## src/rtl/l2_input_arbiter.sv

```systemverilog
// L2 input arbiter: picks one request per transaction and holds it through issue and busy.
// Define L2_ARB_STARVE_GUARD_EN to let a waiting CPU request overtake fwd/ongoing-flush grants.
module l2_input_arbiter #(
  parameter int STARVE_LIMIT = 8
) (
  input  logic       clk,
  input  logic       rst,
  input  logic       rsp_in_valid,
  input  logic       fwd_in_valid,
  input  logic       cpu_req_valid,
  input  logic       flush_valid,
  input  logic       fwd_stall,
  input  logic       set_conflict,
  input  logic       evict_stall,
  input  logic       ongoing_flush,
  input  logic       ongoing_atomic,
  input  logic       reqs_empty,
  input  logic       pipe_ready,
  input  logic       pipe_done,
  output logic       do_rsp,
  output logic       do_fwd,
  output logic       do_ongoing_flush,
  output logic       do_cpu_req,
  output logic       do_flush,
  output logic       rsp_in_ready,
  output logic       fwd_in_ready,
  output logic       cpu_req_ready,
  output logic       flush_ready,
  output logic       arb_busy,
  output logic [3:0] starve_cnt
);

  typedef enum logic [1:0] {S_IDLE, S_ISSUE, S_BUSY} state_t;

  localparam int G_RSP = 4;
  localparam int G_FWD = 3;
  localparam int G_OFL = 2;
  localparam int G_CPU = 1;
  localparam int G_FLS = 0;

  if (STARVE_LIMIT < 2 || STARVE_LIMIT > 15) begin : g_bad_limit
    $error("l2_input_arbiter: STARVE_LIMIT must be in 2..15");
  end

  state_t     r_state, w_state_next;
  logic [4:0] r_grant, w_grant_next;
  logic [4:0] w_cand, w_pick;
  logic [3:0] r_starve, w_starve_next;
  logic       w_starved;
  logic       w_accept;

  // An atomic in flight leaves only rsp and fwd eligible.
  always_comb begin
    w_cand        = '0;
    w_cand[G_RSP] = rsp_in_valid;
    w_cand[G_FWD] = fwd_in_valid & ~fwd_stall;
    w_cand[G_OFL] = ongoing_flush & ~ongoing_atomic;
    w_cand[G_CPU] = cpu_req_valid & ~set_conflict & ~evict_stall & ~ongoing_flush & ~ongoing_atomic;
    w_cand[G_FLS] = flush_valid & reqs_empty & ~ongoing_atomic;
  end

`ifdef L2_ARB_STARVE_GUARD_EN
  localparam logic [3:0] LP_LIMIT = 4'(STARVE_LIMIT);
  assign w_starved = (r_starve == LP_LIMIT);
`else
  assign w_starved = 1'b0;
`endif

  always_comb begin
    w_pick = '0;
    if (w_cand[G_RSP])                  w_pick[G_RSP] = 1'b1;
    else if (w_starved && w_cand[G_CPU]) w_pick[G_CPU] = 1'b1;
    else if (w_cand[G_FWD])             w_pick[G_FWD] = 1'b1;
    else if (w_cand[G_OFL])             w_pick[G_OFL] = 1'b1;
    else if (w_cand[G_CPU])             w_pick[G_CPU] = 1'b1;
    else if (w_cand[G_FLS])             w_pick[G_FLS] = 1'b1;
  end

  always_comb begin
    w_state_next = r_state;
    w_grant_next = r_grant;
    case (r_state)
      S_IDLE: begin
        w_grant_next = '0;
        if (|w_pick) begin
          w_state_next = S_ISSUE;
          w_grant_next = w_pick;
        end
      end
      S_ISSUE: begin
        if (pipe_ready) begin
          if (pipe_done) begin
            w_state_next = S_IDLE;
            w_grant_next = '0;
          end else begin
            w_state_next = S_BUSY;
          end
        end
      end
      S_BUSY: begin
        if (pipe_done) begin
          w_state_next = S_IDLE;
          w_grant_next = '0;
        end
      end
      default: begin
        w_state_next = S_IDLE;
        w_grant_next = '0;
      end
    endcase
  end

`ifdef L2_ARB_STARVE_GUARD_EN
  // Counts only at grant decisions, so a long BUSY does not inflate it.
  always_comb begin
    w_starve_next = r_starve;
    if (r_state == S_IDLE) begin
      if (!cpu_req_valid || w_pick[G_CPU])
        w_starve_next = '0;
      else if ((|w_pick) && (r_starve != LP_LIMIT))
        w_starve_next = r_starve + 4'd1;
    end
  end
`else
  assign w_starve_next = '0;
`endif

  always_ff @(posedge clk or negedge rst) begin
    if (!rst) begin
      r_state  <= S_IDLE;
      r_grant  <= '0;
      r_starve <= '0;
    end else begin
      r_state  <= w_state_next;
      r_grant  <= w_grant_next;
      r_starve <= w_starve_next;
    end
  end

  assign w_accept = (r_state == S_ISSUE) & pipe_ready;

  assign do_rsp           = r_grant[G_RSP];
  assign do_fwd           = r_grant[G_FWD];
  assign do_ongoing_flush = r_grant[G_OFL];
  assign do_cpu_req       = r_grant[G_CPU];
  assign do_flush         = r_grant[G_FLS];

  // The ongoing-flush grant has no queue behind it, hence no ready.
  assign rsp_in_ready  = w_accept & r_grant[G_RSP];
  assign fwd_in_ready  = w_accept & r_grant[G_FWD];
  assign cpu_req_ready = w_accept & r_grant[G_CPU];
  assign flush_ready   = w_accept & r_grant[G_FLS];

  assign arb_busy   = (r_state != S_IDLE);
  assign starve_cnt = r_starve;

endmodule

```

## config.mk

```make
export PLATFORM = sky130hd
export DESIGN_NAME = l2_input_arbiter
export DESIGN_NICKNAME = d
export VERILOG_FILES = /design/src/rtl/l2_input_arbiter.sv
export SDC_FILE = /design/constraint.sdc
export NUM_CORES = 1
export LEC_CHECK = 0
export ABC_AREA = 1
export BUFFER_PORTS_ARGS = -buffer_cell sky130_fd_sc_hd__clkbuf_2
export CAP_MARGIN = 10
export CORE_AREA = 2 2 39 41
export CTS_BUF_LIST = sky130_fd_sc_hd__clkbuf_8
export CTS_CLUSTER_DIAMETER = 60
export DETAILED_ROUTE_END_ITERATION = 10
export DIE_AREA = 0 0 41 43
export PLACE_DENSITY_LB_ADDON = 0.05
export SYNTH_ARGS = -nofsm -noshare
export SYNTH_HDL_FRONTEND = slang
export SYNTH_SLANG_ARGS = --single-unit
```

## constraint.sdc

```tcl
create_clock -name clk -period 3.34 [get_ports clk]
set_clock_uncertainty 0.15 [all_clocks]
set_input_delay 0.668 -clock clk [delete_from_list [all_inputs] [get_ports clk]]
set_output_delay 0.668 -clock clk [all_outputs]
set_load 0.02 [all_outputs]
```

* Yosys cells after proc, flatten, opt, wreduce, memory -nomap -nowiden
Cells that the tools add are included.
Storage, ports and cells: output and inout bits 14, logic and storage cells 47, register bits 7, bits of input ports 14
Cells by class: equal/unequal tests 5, bitwise gates (word level) 18, mux-type cells 18, reduce and logical (&&, ||, !) cells 4
Operators by type and width (number):
- $mux 5 | 3
- $pmux 5 s3 | 1
- $and 1x1->1 | 13
- $mux 2 | 5
- $mux 1 | 6
- $ne 2x2->1 const B | 3
- $pmux 2 s3 | 1
- $not 1->1 | 5
- $reduce_or 5->1 | 1
- $mux 4 | 1
- $mux 3 | 1
- $reduce_and 3->1 | 1
- $eq 2x1->1 const B | 1
- $eq 2x2->1 const B | 1
- $logic_not 2->1 | 1
- $reduce_bool 2->1 | 1

* Longest topological paths before layout
Gate-level depths: netlist of run 1.
depth in word-level cells 12, gate-level depth with buffers 8

* Worst setup path after synthesis of run 1
Ideal clock, no wire load.
kind reg-to-output, start point reg r_state[1], end point out cpu_req_ready, slack 1.459 ns, arrival 1.063 ns, cell stages (with the launch flop) 5, cell sequence dfrtp_1 -> inv_1 -> ha_1 -> nand2_1 -> nor2_1
Between the ends: cells in the longest elaborated chain, start to end 3
Ends and longest elaborated chain:
- start, declared | line 45 | state_t r_state, w_state_next;
- start signal, assigned | line 134 | r_state <= w_state_next;
- $eq 2x1->1 | line 140 | assign w_accept = (r_state == S_ISSUE) & pipe_ready;
- $and 1x1->1 | line 140
- $and 1x1->1 | line 151 | assign cpu_req_ready = w_accept & r_grant[G_CPU];
- end, declared | line 27 | output logic cpu_req_ready,
No other way between the ends.

* Worst setup path after layout of run 1
start point reg r_state[1], end point out flush_ready
Between the ends: cells in the longest elaborated chain, start to end 3
Ends and longest elaborated chain:
- $eq 2x1->1 | line 140
- $and 1x1->1 | line 140
- $and 1x1->1 | line 152 | assign flush_ready = w_accept & r_grant[G_FLS];
- end, declared | line 28 | output logic flush_ready,
No other way between the ends.

==> flow_summary.ini, run 1 <==
[cts]
clock-root-buffer = clkbuf_8
insertion_delay_ns = 0.22
cts_num_sinks = 7
cts-hold-fix-buffers = 0
cts_setup_buffers = 0
cts_htree_levels = 1
clkSlewWorstSetupHoldPaths_ns = 0.04
cts-resized-gates = 0
tritoncts = yes
clk_path_buf_depth = 2
cts_made_buffers = 3

[place]
pre_cts_slack_ns = 1.355
port_buffers = 23
gp_congestion = 0.7228
hpwl_um = 875.8
dp_cells = 110

[floorplan]
chipHeight_um = 43
start_util = 0.3924
core_area_um2 = 1384
ios = 28
die_area_um2 = 1763
num_rows = 14
die_w_um = 41

[setup_path]
critPathLaunchType = flip-flop
worst-endpoint-arrival_ns = 1.35
end_kind = primary output
r2r_slack_ns = 1.89
cp_max_fo = 4
crit_type = flip-flop to primary output
required_ns = 2.52

[sta]
fin_crit_sh = 0.6505
fin_ws_ns = 1.167
setup-violations-final = 0
min_period_ns = 2.173
whs_ns = 0.1248
drv_slew = 0
clock.fmax_ghz = 0.4603
fin_tns_setup_ns = 0
rsz0062_at_grt = false
hold_violations = 0

[route]
drc_errors = 0
routed-wl-met3_um = 90
wirelength_um = 1015
drt-pass1-iter-count = 2
top_layer = met4
antenna_left = 0
vias = 501
wl_met1_um = 405
dr_wl_met2_um = 512
dr.first_iter.drc_count = 2
vias_per_cell = 4.395
wl_per_cell_um = 8.904

[yosys]
syn_inst = 72
syn_area_um2 = 543.0
synth.largest_area_cell = dfrtp_1
synth-seq-cells = 7
synth_most_common_cell = inv_1
yosysWarningCount = 0
synth_common_cells = inv_1, nand2_1, nor2_1
synth_area_per_cell_um2 = 7.542
yosysTopAreaCellShare = 0.3226
synthTopCellsByArea = dfrtp_1, inv_1, nand2_1
synth_flop_cell = dfrtp_1
netlist-cell-type-count = 17
synth_edf_count = 0
seq_area_frac_synth = 0.3226
async_reset_ff_frac = 1.000

[run]
maxCapViolCount = 0

[global_routing]
grt_pass1_vias = 456
grt_max_degree = 8
grt_pass1_wl_um = 1766
gr-total-overflow = 0
grt_use_total = 0.1501
antenna_found_initial = 0

[final_layout]
syn_to_final_growth_pct = 29.72
layout.cells.non_filler = 114
final_util = 0.5090
n_antenna_cell = 0
fin_nets = 116
drive_gt1_frac = 0.4388

[pwr]
peakVddDrop_v = 0.0003834
leakage_nw = 0.3999
powerDensity_nw_per_um2 = 667.1

[min_path]
hp-class = primary input to asynchronous set/reset pin

[status]
outcome = completed
[sequential cells by signal, indices dropped and copies added (netlist names)]
| name | count |
|---|---|
| r_state | 2 |
| r_grant | 5 |
[stage by stage]
stage,total power (W),cell area (um2)
2_1_floorplan,0.0003017,554.3
3_3_place_gp,0.0003532,659.4
3_5_place_dp,0.0003575,659.4
4_1_cts,0.0004786,704.4
5_1_grt,0.0005165,704.4
6_report,0.0004700,704.4
[report_power, final]
group	switching, W	internal [W]	leakage [nW]	total, W
registers	0.0000124	0.000106	0.0937	0.000118
logic	0.000154	0.0000809	0.279	0.000235
clock network	0.0000376	0.0000795	0.0269	0.000117
[final cells by class]
class                      count  area (um2)
fill                         166       679.4
multi-input combinational     46       281.5
sequential                     7       175.2
timing repair buffer          23       115.1
inverter                      18       67.56
clock buffer                   3       41.29
tap                           16       20.02
clock inverter                 1       3.754
[cell families (layout without fill, tap and decap cells)]
group | count (synthesis) | after routing | synth area share
other cells | 1 | 4 | 0.006906
simple gates | 32 | 32 | 0.3318
fa+ha+maj | 3 | 3 | 0.06913
compound gates | 7 | 7 | 0.08985
flops | 7 | 7 | 0.3226
buf+inv | 22 | 45 | 0.1797
[cells in the final DEF (no fill, tap or decap), drive strengths merged]
master   n
conb     4
dfrtp    7
nand2   16
nor2    10
inv     19
ha       3
clkbuf  26
o22ai    2
o21ai    5
nand3    6
[critical path, stage by stage, from the launching register on]
cell	delay [ns]
dfrtp_1	0.39
inv_1	0.08
ha_1	0.24
nand2_1	0.14
nor2_1	0.11
clkbuf_2	0.17
[final timing paths]
check,from,end,cells past startpoint
min in group clk,r_grant[2]$_DFFE_PN0P_,r_grant[2]$_DFFE_PN0P_,2
max in group asynchronous,rst,r_grant[2]$_DFFE_PN0P_,1
setup reg to reg,r_state[0]$_DFFE_PN0P_,r_grant[3]$_DFFE_PN0P_,7
hold / removal,rst,r_grant[3]$_DFFE_PN0P_,1
setup / recovery,r_state[1]$_DFFE_PN0P_,flush_ready,5
hold reg to reg,r_grant[2]$_DFFE_PN0P_,r_grant[2]$_DFFE_PN0P_,2
[per-layer routing]
| metal | global-route usage | up-vias |
|---|---|---|
| met5 | 0 | - |
| met2 | 0.2344 | 19 |
| li1 | - | 258 |
| met3 | 0.09424 | 2 |
| met4 | 0.04000 | 0 |
| met1 | 0.1623 | 222 |
No activity file was read; power rests on OpenSTA's default activity.
==> run 2, diff against run 1 <==
- CORE_AREA: 2 2 39 41 -> not set
- CORE_UTILIZATION: not set -> 41
- DIE_AREA: 0 0 41 43 -> not set
- clock period: 3.34 -> 1.9 ns (I/O delays scaled with it)
==> run 2 against run 1 <==
Final cell count is 0.88% lower. Routed wire length increased by 3.9%. Critical path depth stayed put. Global-route usage increased by 3.9 points. Core utilization increased by 11 points. Clock-buffer cell count is the same. First-iteration DRC count increased to 3.0 times the previous value. Total power increased by 82%. Setup slack worse by 1.1 ns. Worst hold slack gained 0.12 ns. Via count decreased by 0.40%.
==> flow_summary.ini, run 2 (synthesis gave the netlist of run 1 again) <==
[min_path]
holdPathEnd = r_grant[4]$_DFFE_PN0P_
hp-class = primary input to flip-flop
hp-start = rsp_in_valid
whs_path_depth = 3

[sta]
fin_ws_ns = 0.08498
fin_crit_sh = 0.9553
rsz0062_at_grt = false
clock.fmax_ghz = 0.5510
drv_slew = 0
min_period_ns = 1.815
hold_violations = 0
setup-violations-final = 0
fin_tns_setup_ns = 0

[final_layout]
fin_nets = 117
fin_area_um2 = 726.9
syn_to_final_growth_pct = 33.87
top_register = r_grant
drive_gt1_frac = 0.4444
layout.cells.non_filler = 113
n_antenna_cell = 0
final_common_cell = clkbuf_2
reg_top3 = r_grant (5), r_state (2)
final_cell_mix = clkbuf_2, inv_1, nand2_1
largest_reg_flops = 5

[cts]
tritoncts = yes
cts_htree_levels = 1
clock-root-buffer = clkbuf_8
cts_made_buffers = 3
cts_setup_buffers = 0
insertion_delay_ns = 0.23
cts_num_sinks = 7
clk_path_buf_depth = 2
clkSlewWorstSetupHoldPaths_ns = 0.04

[setup_path]
worstReg2RegEnd = r_grant[3]$_DFFE_PN0P_
r2r_slack_ns = 0.41
required_ns = 1.37
worst-endpoint-arrival_ns = 1.29
crit_type = flip-flop to primary output
reg2reg_depth = 7
critPathLaunchType = flip-flop
end_kind = primary output
cp_max_fo = 4
reg2reg_from = r_state[0]$_DFFE_PN0P_

[route]
vias_per_cell = 4.416
dr.first_iter.drc_count = 6
drc_errors = 0
antenna_left = 0
drt-pass1-iter-count = 4
wirelength_um = 1055
vias = 499
wl_per_cell_um = 9.336

[pwr]
powerDensity_nw_per_um2 = 1174
peakVddDrop_v = 0.0009619
leakage_nw = 0.4055

[run]
maxCapViolCount = 0

[floorplan]
die_area_um2 = 1474
start_util = 0.4637
die_w_um = 38.39
chipHeight_um = 38.39
core_area_um2 = 1171
ios = 28
num_rows = 12

[global_routing]
grt_max_degree = 8
grt_pass1_vias = 461
antenna_found_initial = 0
grt_use_total = 0.1893
gr-total-overflow = 0
grt_pass1_wl_um = 1773

[status]
outcome = completed

[place]
place_area_um2 = 656.9
dp_cells = 108
hpwl_um = 868.6
gp_congestion = 0.7307
port_buffers = 23
pre_cts_slack_ns = 0.2433
run 2: per-layer routing:
layer	wire length (um)	part of all wire	global-route usage
met3	70	0.066	0.08721
met1	421	0.40	0.1750
met2	542	0.51	0.3517
met4	21	0.020	0.07759
met5	0	0	0
run 2: worst max-delay path, cell delays in order, from the launching register on:
cell	delay, ns
dfrtp_1	0.38
inv_1	0.12
ha_4	0.16
nand2_1	0.10
nor2_1	0.11
clkbuf_2	0.17
run 2: layout make-up:
class / instances / area (um2)
clock buffers: 3 / 41.29
clock inverters: 1 / 3.754
fillers: 109 / 444.2
inverters: 18 / 67.56
multi-input cells: 46 / 294.0
flip-flops and latches: 7 / 175.2
well taps: 14 / 17.52
repair buffers: 24 / 127.6
run 2: worst max-delay path by stage:
stage               slack (ns)             to              startpoint  depth (start not counted)
CTS                       0.02    flush_ready  r_state[1]$_DFFE_PN0P_                          5
finish                    0.08   rsp_in_ready  r_state[1]$_DFFE_PN0P_                          5
global placement          0.30   rsp_in_ready  r_state[1]$_DFFE_PN0P_                          5
detailed placement        0.24    flush_ready  r_state[1]$_DFFE_PN0P_                          5
floorplan                 0.31  cpu_req_ready  r_state[1]$_DFFE_PN0P_                          4
global route             0.009    flush_ready  r_state[1]$_DFFE_PN0P_                          5
run 2: what timing repair did:
item                                    4_1_cts  5_1_grt
hold buffers                                  1        0
gates resized for setup                       1        3
pin swaps                                     0        0
endpoints found under the setup margin        1        4
endpoints found under the hold margin         7        0
run 2: stage by stage:
| step | hold slack (ns) | power [W] | utilization |
|---|---|---|---|
| final | 0.2480 | 0.0008531 | 0.6207 |
| after global routing | 0.2841 | 0.0009246 | 0.6207 |
| after CTS | 0.2451 | 0.0008468 | 0.6100 |
| after detailed placement | 0.08259 | 0.0006247 | 0.5609 |
| after global placement | 0.08159 | 0.0006195 | 0.5609 |
| after floorplan | -0.06559 | 0.0005304 | - |
run 2: power breakdown:
group	internal [W]	switching [W]	total, W
sequential	0.000185	0.0000269	0.000212
combinational	0.000155	0.000274	0.000428
clock	0.000140	0.0000722	0.000212
total	0.000480	0.000373	0.000853
==> run 3, diff against run 2 <==
- REMOVE_ABC_BUFFERS: not set -> 1
==> run 3 against run 2 <==
Register-to-register slack is essentially flat. Core utilization grew 0.21 points. Clock-buffer cell count is the same. Die area is the same. Non-clock buffer count is the same. Sequential power is essentially flat. Combinational power is essentially flat. Setup slack gained 0.017 ns. Final cell count is the same. First-iteration DRC count grew 67%. Cell area grew 0.34%. Highest routed layer unchanged.
==> flow_summary.ini, run 3 (synthesis gave the netlist of run 1 again) <==
[status]
outcome = completed

[final_layout]
reg_top3 = r_grant (5), r_state (2)
largest_reg_flops = 5
fin_nets = 117
drive_gt1_frac = 0.4444
top_register = r_grant
final_cell_mix = clkbuf_2, inv_1, nand2_1
final_util = 0.6229
layout.cells.non_filler = 113
syn_to_final_growth_pct = 34.33
n_antenna_cell = 0
final_common_cell = clkbuf_2

[cts]
insertion_delay_ns = 0.23
cts_setup_buffers = 0
cts_htree_levels = 1
clock-root-buffer = clkbuf_8
cts_num_sinks = 7
clkSlewWorstSetupHoldPaths_ns = 0.04
cts_made_buffers = 3
tritoncts = yes
clk_path_buf_depth = 2

[place]
port_buffers = 23
dp_cells = 108
hpwl_um = 822.5
pre_cts_slack_ns = 0.2547
gp_congestion = 0.7032

[global_routing]
gr-total-overflow = 0
grt.busiest_layer = met2
met3_usage = 0.08721
grt_max_degree = 8
grt_use_total = 0.1638
grt_pass1_wl_um = 1518
grt_pass1_vias = 367
use_met2 = 0.2331
antenna_found_initial = 0
use_met1 = 0.1893

[pwr]
leakage_nw = 0.4073
p_comb_frac = 0.507
swShare = 0.4304
internal-power_w = 0.0004813
clockPowerShare = 0.240
powerDensity_nw_per_um2 = 1158
peakVddDrop_v = 0.0005516
pwr-share-seq = 0.253
power_switching_w = 0.0003636
p_total_w = 0.0008449

[setup_path]
crit_chain = inv_1 > ha_1 > inv_1 > clkbuf_2
startpoint = r_state[0]$_DFFE_PN0P_
path_depth = 4
cp_max_fo = 3
slowest_delay_ns = 0.41
reg2reg_from = r_state[0]$_DFFE_PN0P_
worstReg2RegEnd = r_grant[0]$_DFFE_PN0P_
end_kind = primary output
crit_path_end = arb_busy
r2r_slack_ns = 0.40
cp_top_family = flip-flops
crit_buf_inv = 3
crit_type = flip-flop to primary output
crit_slowest_cell = dfrtp_1
required_ns = 1.37
worst-endpoint-arrival_ns = 1.27
crit_path_frequent_cell = inv_1
reg2reg_depth = 7
critPathLaunchType = flip-flop

[sta]
clock.fmax_ghz = 0.5561
drv_slew = 0
hold_violations = 0
rsz0062_at_grt = false
fin_crit_sh = 0.9465
min_period_ns = 1.798
fin_tns_setup_ns = 0
setup-violations-final = 0
fin_ws_ns = 0.1017

[floorplan]
die_area_um2 = 1474
core_area_um2 = 1171
start_util = 0.4637
num_rows = 12
ios = 28
chipHeight_um = 38.39
die_w_um = 38.39

[route]
wl_per_cell_um = 8.717
antenna_left = 0
dr.first_iter.drc_count = 10
wirelength_um = 985
vias_per_cell = 4.248
vias = 480
drt-pass1-iter-count = 4
drc_errors = 0

[run]
maxCapViolCount = 0

[min_path]
hp-class = primary input to flip-flop
[run 3: changes by cell type in the layout (fill, tap and decap cells not counted), sizes merged]
| cell | delta |
|---|---|
| buf | +2 |
| clkbuf | -2 |
[run 3: worst min-delay path by stage]
stage,to,from,cells past startpoint
6_report,r_grant[4]$_DFFE_PN0P_,rsp_in_valid,3
5_1_grt,r_grant[4]$_DFFE_PN0P_,rsp_in_valid,3
4_1_cts,r_grant[4]$_DFFE_PN0P_,rsp_in_valid,3
3_5_place_dp,r_grant[2]$_DFFE_PN0P_,rst,1
3_3_place_gp,r_grant[2]$_DFFE_PN0P_,rst,1
2_1_floorplan,r_grant[0]$_DFFE_PN0P_,rst,0
[run 3: layer usage]
metal  up-vias  share of wire
li1        261              -
met1       192           0.42
met2        23           0.47
met3         4          0.080
met4         0          0.023
met5         -              0
[run 3: metrics by stage]
step | cell area [um2] | hold slack (ns)
after detailed placement | 656.9 | 0.07728
after global placement | 656.9 | 0.08030
after global routing | 729.5 | 0.2753
after CTS | 711.9 | 0.2566
after floorplan | 524.3 | -0.06559
final | 729.5 | 0.2514
[run 3: area by class of cell]
cell class              count  area [um2]
flip-flops and latches      7       175.2
inverters                  18       67.56
well taps                  14       17.52
clock buffers               3       41.29
multi-input cells          46       294.0
repair buffers             24       130.1
clock inverters             1       3.754
fillers                   116       441.7
[run 3: worst reg2reg max path: cells and delay by family, from the launching register on]
| kind | cells | cell delay, ns |
|---|---|---|
| AO/OA/AOI/OAI | 2 | 0.27 |
| adder cells (fa/ha/maj) | 1 | 0.28 |
| buffers and inverters | 2 | 0.14 |
| flip-flops | 1 | 0.41 |
| AND/OR/NAND/NOR | 2 | 0.14 |
[run 3: power groups by stage]
stage	clock [W]	combinational, W	sequential, W
global route	0.000218	0.000475	0.000218
CTS	0.000209	0.000417	0.000209
detailed placement	0	0.000411	0.000211
global placement	0	0.000414	0.000208
finish	0.000203	0.000428	0.000214
floorplan	0	0.000295	0.000229
[run 3: repair_timing]
action / in CTS / in global routing
hold buffers: 1 / 0
endpoints found under the hold margin: 7 / 0
gates resized for setup: 0 / 7
setup endpoints to repair: 0 / 4
